$ cat src/rtl/queue_manager_mc.sv
// queue_manager_mc -- per-channel FIFOs of timed operations (WAIT n / PULSE / NOP)
// that drive the pulse-trigger outputs of the q-pipeline. Each channel owns a FIFO
// and an executor (IDLE/WAIT). The channels drain independently of each other.
//
// Ports
//   clk, rst  clock (posedge) and asynchronous active-high reset
//   in_valid  push request
//   in_ch     target channel
//   in_op     00 WAIT, 01 PULSE, 1x NOP
//   in_arg    wait count or pulse code
//   in_ready  target channel not full (combinational)
//   flush     per-channel synchronous clear
//   trg       per channel {fire, arg}, registered
//   busy      per channel: FIFO non-empty or executor counting a WAIT, registered
//   run       pop enable for IDLE executors (only with QM_RUN_GATE_EN)
//
// Configuration macro: QM_RUN_GATE_EN adds the run input.
module queue_manager_mc #(
  parameter int NCH   = 4,
  parameter int DEPTH = 8,
  parameter int IW    = 7,
  localparam int CW   = (NCH > 1) ? $clog2(NCH) : 1,
  localparam int AW   = $clog2(DEPTH)
) (
  input  logic                  clk,
  input  logic                  rst,
  input  logic                  in_valid,
  output logic                  in_ready,
  input  logic [CW-1:0]         in_ch,
  input  logic [1:0]            in_op,
  input  logic [IW-1:0]         in_arg,
  input  logic [NCH-1:0]        flush,
  output logic [NCH*(IW+1)-1:0] trg,
`ifdef QM_RUN_GATE_EN
  output logic [NCH-1:0]        busy,
  input  logic                  run
`else
  output logic [NCH-1:0]        busy
`endif
);

  typedef enum logic {ST_IDLE, ST_WAIT} st_t;

  logic run_ok;
`ifdef QM_RUN_GATE_EN
  assign run_ok = run;
`else
  assign run_ok = 1'b1;
`endif

  logic [NCH-1:0] rdy_c;
  // Out-of-range channel numbers select no lane, so in_ready stays low.
  assign in_ready = |rdy_c;

  for (genvar c = 0; c < NCH; c++) begin : g_ch
    logic [DEPTH-1:0][IW+1:0] mem_q;
    logic [AW:0]              occ_q, occ_d;
    logic [AW-1:0]            wp_q, rp_q;
    st_t                      st_q;
    logic [IW-1:0]            wcnt_q;
    logic                     fire_q, busy_q;
    logic [IW-1:0]            arg_q;
    logic                     sel, full, push, pop, go_wait;
    logic [1:0]               hop;
    logic [IW-1:0]            harg;

    assign sel      = (in_ch == CW'(c));
    assign full     = (occ_q == (AW+1)'(DEPTH));
    assign rdy_c[c] = sel & ~full;
    // in_ready is not masked by flush; the flush simply drops the entry.
    assign push     = in_valid & sel & ~full & ~flush[c];
    assign pop      = (st_q == ST_IDLE) & (occ_q != '0) & run_ok & ~flush[c];
    assign {hop, harg} = mem_q[rp_q];

    always_comb begin
      occ_d = occ_q;
      if (flush[c])           occ_d = '0;
      else if (push && !pop)  occ_d = occ_q + 1'b1;
      else if (pop && !push)  occ_d = occ_q - 1'b1;
    end

    // Executor will be in WAIT after this edge: either still counting or
    // starting a WAIT of n>=2 now.
    assign go_wait = ~flush[c] &
                     (((st_q == ST_WAIT) & (wcnt_q != IW'(1))) |
                      (pop & (hop == 2'b00) & (harg >= IW'(2))));

    always_ff @(posedge clk) begin
      if (push) mem_q[wp_q] <= {in_op, in_arg};
    end

    always_ff @(posedge clk or posedge rst) begin
      if (rst) begin
        occ_q  <= '0;
        wp_q   <= '0;
        rp_q   <= '0;
        st_q   <= ST_IDLE;
        wcnt_q <= '0;
        fire_q <= 1'b0;
        arg_q  <= '0;
        busy_q <= 1'b0;
      end else begin
        occ_q  <= occ_d;
        busy_q <= (occ_d != '0) | go_wait;
        fire_q <= 1'b0;
        if (flush[c]) begin
          wp_q   <= '0;
          rp_q   <= '0;
          st_q   <= ST_IDLE;
          wcnt_q <= '0;
        end else begin
          if (push) wp_q <= wp_q + 1'b1;
          if (pop)  rp_q <= rp_q + 1'b1;
          if (st_q == ST_WAIT) begin
            wcnt_q <= wcnt_q - 1'b1;
            if (wcnt_q == IW'(1)) st_q <= ST_IDLE;
          end else if (pop) begin
            if (hop == 2'b01) begin
              fire_q <= 1'b1;
              arg_q  <= harg;
            end else if (hop == 2'b00 && harg >= IW'(2)) begin
              // WAIT n blocks the next pop until P+n.
              wcnt_q <= harg - 1'b1;
              st_q   <= ST_WAIT;
            end
          end
        end
      end
    end

    assign trg[c*(IW+1) +: IW+1] = {fire_q, arg_q};
    assign busy[c]               = busy_q;
  end

endmodule

$ cat config.mk
export PLATFORM = sky130hd
export DESIGN_NAME = queue_manager_mc
export DESIGN_NICKNAME = d
export VERILOG_FILES = /design/src/rtl/queue_manager_mc.sv
export SDC_FILE = /design/constraint.sdc
export NUM_CORES = 1
export LEC_CHECK = 0
export ABC_AREA = 1
export CORE_MARGIN = 1
export CORE_UTILIZATION = 35
export CTS_BUF_LIST = sky130_fd_sc_hd__clkbuf_2
export CTS_CLUSTER_SIZE = 28
export DETAILED_ROUTE_END_ITERATION = 12
export HOLD_SLACK_MARGIN = 0.02
export PLACE_DENSITY_LB_ADDON = 0.12
export SYNTH_ARGS = -nofsm -noshare
export SYNTH_HDL_FRONTEND = slang
export SYNTH_SLANG_ARGS = --single-unit
$ cat constraint.sdc
create_clock -name clk -period 9.8 [get_ports clk]
set_input_delay 0.98 -clock clk [delete_from_list [all_inputs] [get_ports clk]]
set_output_delay 0.98 -clock clk [all_outputs]
set_load 0.02 [all_outputs]
# After elaboration in Yosys (flattened, before gate mapping)
# Index checks and enable logic that the tools add are counted.
# totals
mem_bits_ro,0
ramBits,0
regBits,396
memories,0
latch_bits,0
# classes
shift,0
addsub,24
n_eq_ne,23
n_div,0
multipliers,0
n_reduce_logical,62
muxes,108
order_cmp,16
n_bitwise,60
# op_table
cell,count
72-bit bitwise mux,4
7-bit two-way mux,20
9-bit binary-select mux with 3-bit select,4
9-bit demux with 3-bit select,4
9-bit two-way mux,8
"7-bit by 1-bit subtractor with 7-bit output, second input constant",8
3-bit two-way mux,16
4-bit two-way mux,12
1-bit AND,40
1-bit two-way mux,40
"3-bit by 4-bit less-than comparator with 1-bit output, second input constant",8
4-bit nonzero test,8
"7-bit by 1-bit == test with 1-bit output, second input constant",4
"7-bit by 2-bit >= comparator with 1-bit output, second input constant",4
"7-bit by 1-bit inequality test with 1-bit output, second input constant",4
"3-bit by 1-bit adder with 3-bit output, second input constant",8
3-bit nonzero test,8
"4-bit by 1-bit adder with 4-bit output, second input constant",4
"4-bit == test, second input constant",4
1-bit logical AND,16
4-bit AND reduction,4
2-bit nonzero test,8
"4-bit by 1-bit subtractor with 4-bit output, second input constant",4
"3-bit by 1-bit >= comparator with 1-bit output, second input constant",4
9 further kinds,49

# Depth between registers and ports, before layout
# depth
depth_word,11
mapped_depth,18

# Worst setup path after synthesis
# Ideal clock, no wire load.
# synth_path
path_type,in2reg
from,input in_ch[0]
to,"register g_ch[2].mem_q[0] (netlist bit), enable pin"
path_stages,5
n_path_buf,0
path_slack_ns,7.181
arrival_time_ns,2.233
required_time_ns,9.413
setup_ns,0.387
path_cell_list,inv_1 nand4_1 nor2_1 nand2_1 nor3_1
# synth_between
elab_chain_cells,4
# synth_rtl
item,line_no,text
start: declaration,29,"input logic [CW-1:0] in_ch,"
2-bit == test,67,assign sel = (in_ch == CW'(c));
1-bit AND (3 in a row),71,assign push = in_valid & sel & ~full & ~flush[c];
end signal: indexed assignment,89,"if (push) mem_q[wp_q] <= {in_op, in_arg};"
end: declaration,56,logic [DEPTH-1:0][IW+1:0] mem_q;
# Every way passes these cells.
# A chain may end at the register's enable or synchronous reset.

# Worst setup path in the final report
# layout_path
from,register g_ch[0].occ_q[0]
to,output in_ready
# layout_between
elab_chain_cells,4
# layout_rtl
item,line_no,text
start: declaration,57,"logic [AW:0] occ_q, occ_d;"
start signal: assignment,94,occ_q <= '0;
start signal: assignment,103,occ_q <= occ_d;
4-bit == test,68,assign full = (occ_q == (AW+1)'(DEPTH));
1-bit NOT,69,assign rdy_c[c] = sel & ~full;
1-bit AND,69,
4-bit OR reduction,53,assign in_ready = |rdy_c;
end: declaration,28,"output logic in_ready,"
# Every way passes these cells.

==> impl_metrics.ini <==
[status]
status = complete, no violations

[die]
io-pin-count = 55
die_h_um = 231
coreArea_sq_um = 51600
row_count = 83
die-area_sq_um = 53500
die_w_um = 231
start_util = 0.357

[clocking]
cts-root-buf = clkbuf_2
numCtsBuffers = 105
clkSinkCount = 396
clk_pin_slew_ns = 0.10
cts_resized = 0
clockBufferDepth = 3
clk-insertion-delay-late_ns = 1.07
post_cts_buffers = 0
h-tree-depth = 3
cts_tree = done
postCtsHoldBufs = 0

[synth]
synth_edf_count = 288
yosysSeqAreaShare = 0.617
synth_cells = 1891
synth_flop_cell = edfxtp_1
async_flop_share = 0.273
synth_warnings = 0
avgSynthCellArea_sq_um = 9.74
syn-num-nets = 1941
synth_area_sq_um = 18400
ys_ff_latch = 396
synth_cell_types = 41

[cells_and_area]
final_area_sq_um = 20400
syn_to_final_growth_pct = 10.9
final_nets = 2050
finalNonFillerCells = 2764
num-fill-cells = 5180
drive_gt1_frac = 0.124

[drt]
ant_nets = 0
drt-initial-drc-count = 720
wl_per_cell_um = 16.6
dr_total_vias = 13300
drtPass1Iterations = 5
drc = 0
finalWirelength_mm = 45.8
via_per_inst = 4.82

[run]
drv_cap = 0

[worst_setup_path]
worstPathMaxFanout = 4
r2r.worst_path.cells = 7
crit_path_cell_trace = inv_1 > ha_1 > nand3_1 > nand3_1 > nand4_1 > clkdlybuf4s50_1
arrival_ns = 2.90
slowest_delay_ns = 0.55
critPathSlowestCell = clkdlybuf4s50_1
critPathKind = reg2out
cpMostUsedCell = nand3_1
cp.required_ns = 8.82
rr_startpoint = g_ch[0].occ_q[0]$_DFF_PP0_
r2r-end = g_ch[0].mem_q[23]$_DFFE_PP_
rrSetupSlack_ns = 6.43
startpoint_type = flip-flop
crit_path_end_kind = primary output

[place]
dpl_cell_area_sq_um = 19500
place_ws_ns = 5.78
place.gp.congestion = 0.803
hpwl_mm = 28.1
portBuffers = 54
placed_cells = 2572

[sta]
period_share = 0.396
setup_viol = 0
clock_skew_ns = 0.0787
holdWs_ns = 0.413
totalNegativeSetupSlack_ns = 0
rsz0062_at_grt = false
maxSlewHeadroom = 0.153
hold_viol_final = 0
fmax_mhz = 258
tightest_slew_ns = 1.26
period_minus_slack_ns = 3.88
slew_viol_final = 0
fin_ws_ns = 5.92

[grt]
antenna_found_initial = 1
grt.total_usage = 0.174
grt_pass1_wl_mm = 72.3
grt_start_max_net_pins = 60
grt.overflow.total = 0
grt_pass1_vias = 13100

[power]
vdd_drop_max_mv = 0.0846
leakagePower_nw = 8.65
power_density_nw_per_um2 = 252

[worst_hold_path]
hp-class = in2async
==> worst max-delay path by stage <==
stage	from	end	slack [ns]
3_3_place_gp	in_ch[1]	g_ch[0].mem_q[20]$_DFFE_PP_	5.85
2_1_floorplan	rst	g_ch[0].arg_q[0]$_DFFE_PP0P_	5.97
5_1_grt	g_ch[0].occ_q[0]$_DFF_PP0_	in_ready	5.69
4_1_cts	g_ch[0].occ_q[0]$_DFF_PP0_	in_ready	5.71
3_5_place_dp	in_ch[1]	g_ch[0].mem_q[23]$_DFFE_PP_	5.78
6_report	g_ch[0].occ_q[0]$_DFF_PP0_	in_ready	5.92
==> logic make-up after synthesis <==
kind of cell	count (synthesis)	share of synthesized area
AND/OR/NAND/NOR	903	0.207
multiplexers	2	0.00109
adder cells (fa/ha/maj)	32	0.0217
buffers and inverters	266	0.0644
AO/OA/AOI/OAI	282	0.0847
flip-flops	396	0.617
XOR/XNOR	10	0.00476
==> sequential cells by signal, indices dropped and copies added, names as in the netlist <==
| name | count |
|---|---|
| g_ch.mem_q | 288 |
| g_ch.arg_q | 28 |
| g_ch.wcnt_q | 28 |
| g_ch.occ_q | 16 |
| g_ch.rp_q | 12 |
| g_ch.wp_q | 12 |
| g_ch.busy_q | 4 |
| g_ch.fire_q | 4 |
| g_ch.st_q | 4 |
==> routing by layer <==
metal  up-vias  wire (um)  global-route usage
li1       6613          -                   -
met2       281      21100               0.275
met1      6357      21700               0.235
met3        67       2100              0.0354
met5         -          0                   0
met4         0        934              0.0654
==> per-stage QoR <==
stage               power, W  utilization
finish               0.00515        0.396
global route         0.00557        0.396
CTS                  0.00524        0.396
detailed placement   0.00408        0.378
global placement     0.00407        0.378
floorplan            0.00354            -
==> worst max-delay path, delay by kind of cell, from the launching register on <==
kind | cells | cell delay, ns
simple gates | 3 | 0.56
buf+inv | 2 | 0.67
fa+ha+maj | 1 | 0.23
flops | 1 | 0.40
==> power breakdown <==
group | internal (W) | total [W] | switching [W]
Sequential | 0.00196 | 0.00211 | 0.000142
Clock | 0.000430 | 0.00112 | 0.000691
Combinational | 0.000634 | 0.00192 | 0.00129
==> synth_stat cells (6+ instances only) <==
master / count / share of area
a21oi_1: 39 / 0.011
a31oi_1: 6 / 0.0020
buf_2: 33 / 0.0090
buf_4: 15 / 0.0061
buf_6: 12 / 0.0073
clkbuf_1: 12 / 0.0024
dfrtp_1: 108 / 0.15
edfxtp_1: 288 / 0.47
ha_1: 32 / 0.022
inv_1: 182 / 0.037
inv_2: 10 / 0.0020
nand2_1: 415 / 0.085
nand2_2: 20 / 0.0068
nand3_1: 170 / 0.046
nand4_1: 10 / 0.0034
nor2_1: 242 / 0.049
nor3_1: 23 / 0.0063
o21ai_0: 159 / 0.043
o21ai_1: 34 / 0.0092
o21ai_2: 18 / 0.0086
o22ai_1: 12 / 0.0041
or2_2: 8 / 0.0027
xor2_1: 9 / 0.0043
==> placed cells by master (no fill, tap or decap), types with 18 or more instances in the layout <==
cell,instances
ha_1,32
buf_4,19
nor2_1,242
nor3_1,22
clkbuf_2,158
a21oi_1,39
nand2_2,20
inv_1,181
clkinv_1,24
o21ai_1,34
clkdlybuf4s50_1,54
o21ai_2,18
o21ai_0,159
edfxtp_1,288
nand3_1,170
dfrtp_1,108
nand2_1,415
==> cell type report <==
class                      instances  area (sq um)  share of cell area
sequential                       396         11400               0.556
multi-input combinational       1229          5880               0.288
tap                              680           851              0.0417
clock buffer                     158           791              0.0387
inverter                         194           731              0.0358
timing repair buffer              74           688              0.0337
clock inverter                    32           134             0.00655
antenna                            1          2.50            0.000123
Note: power is estimated with default switching activity, not from simulation.
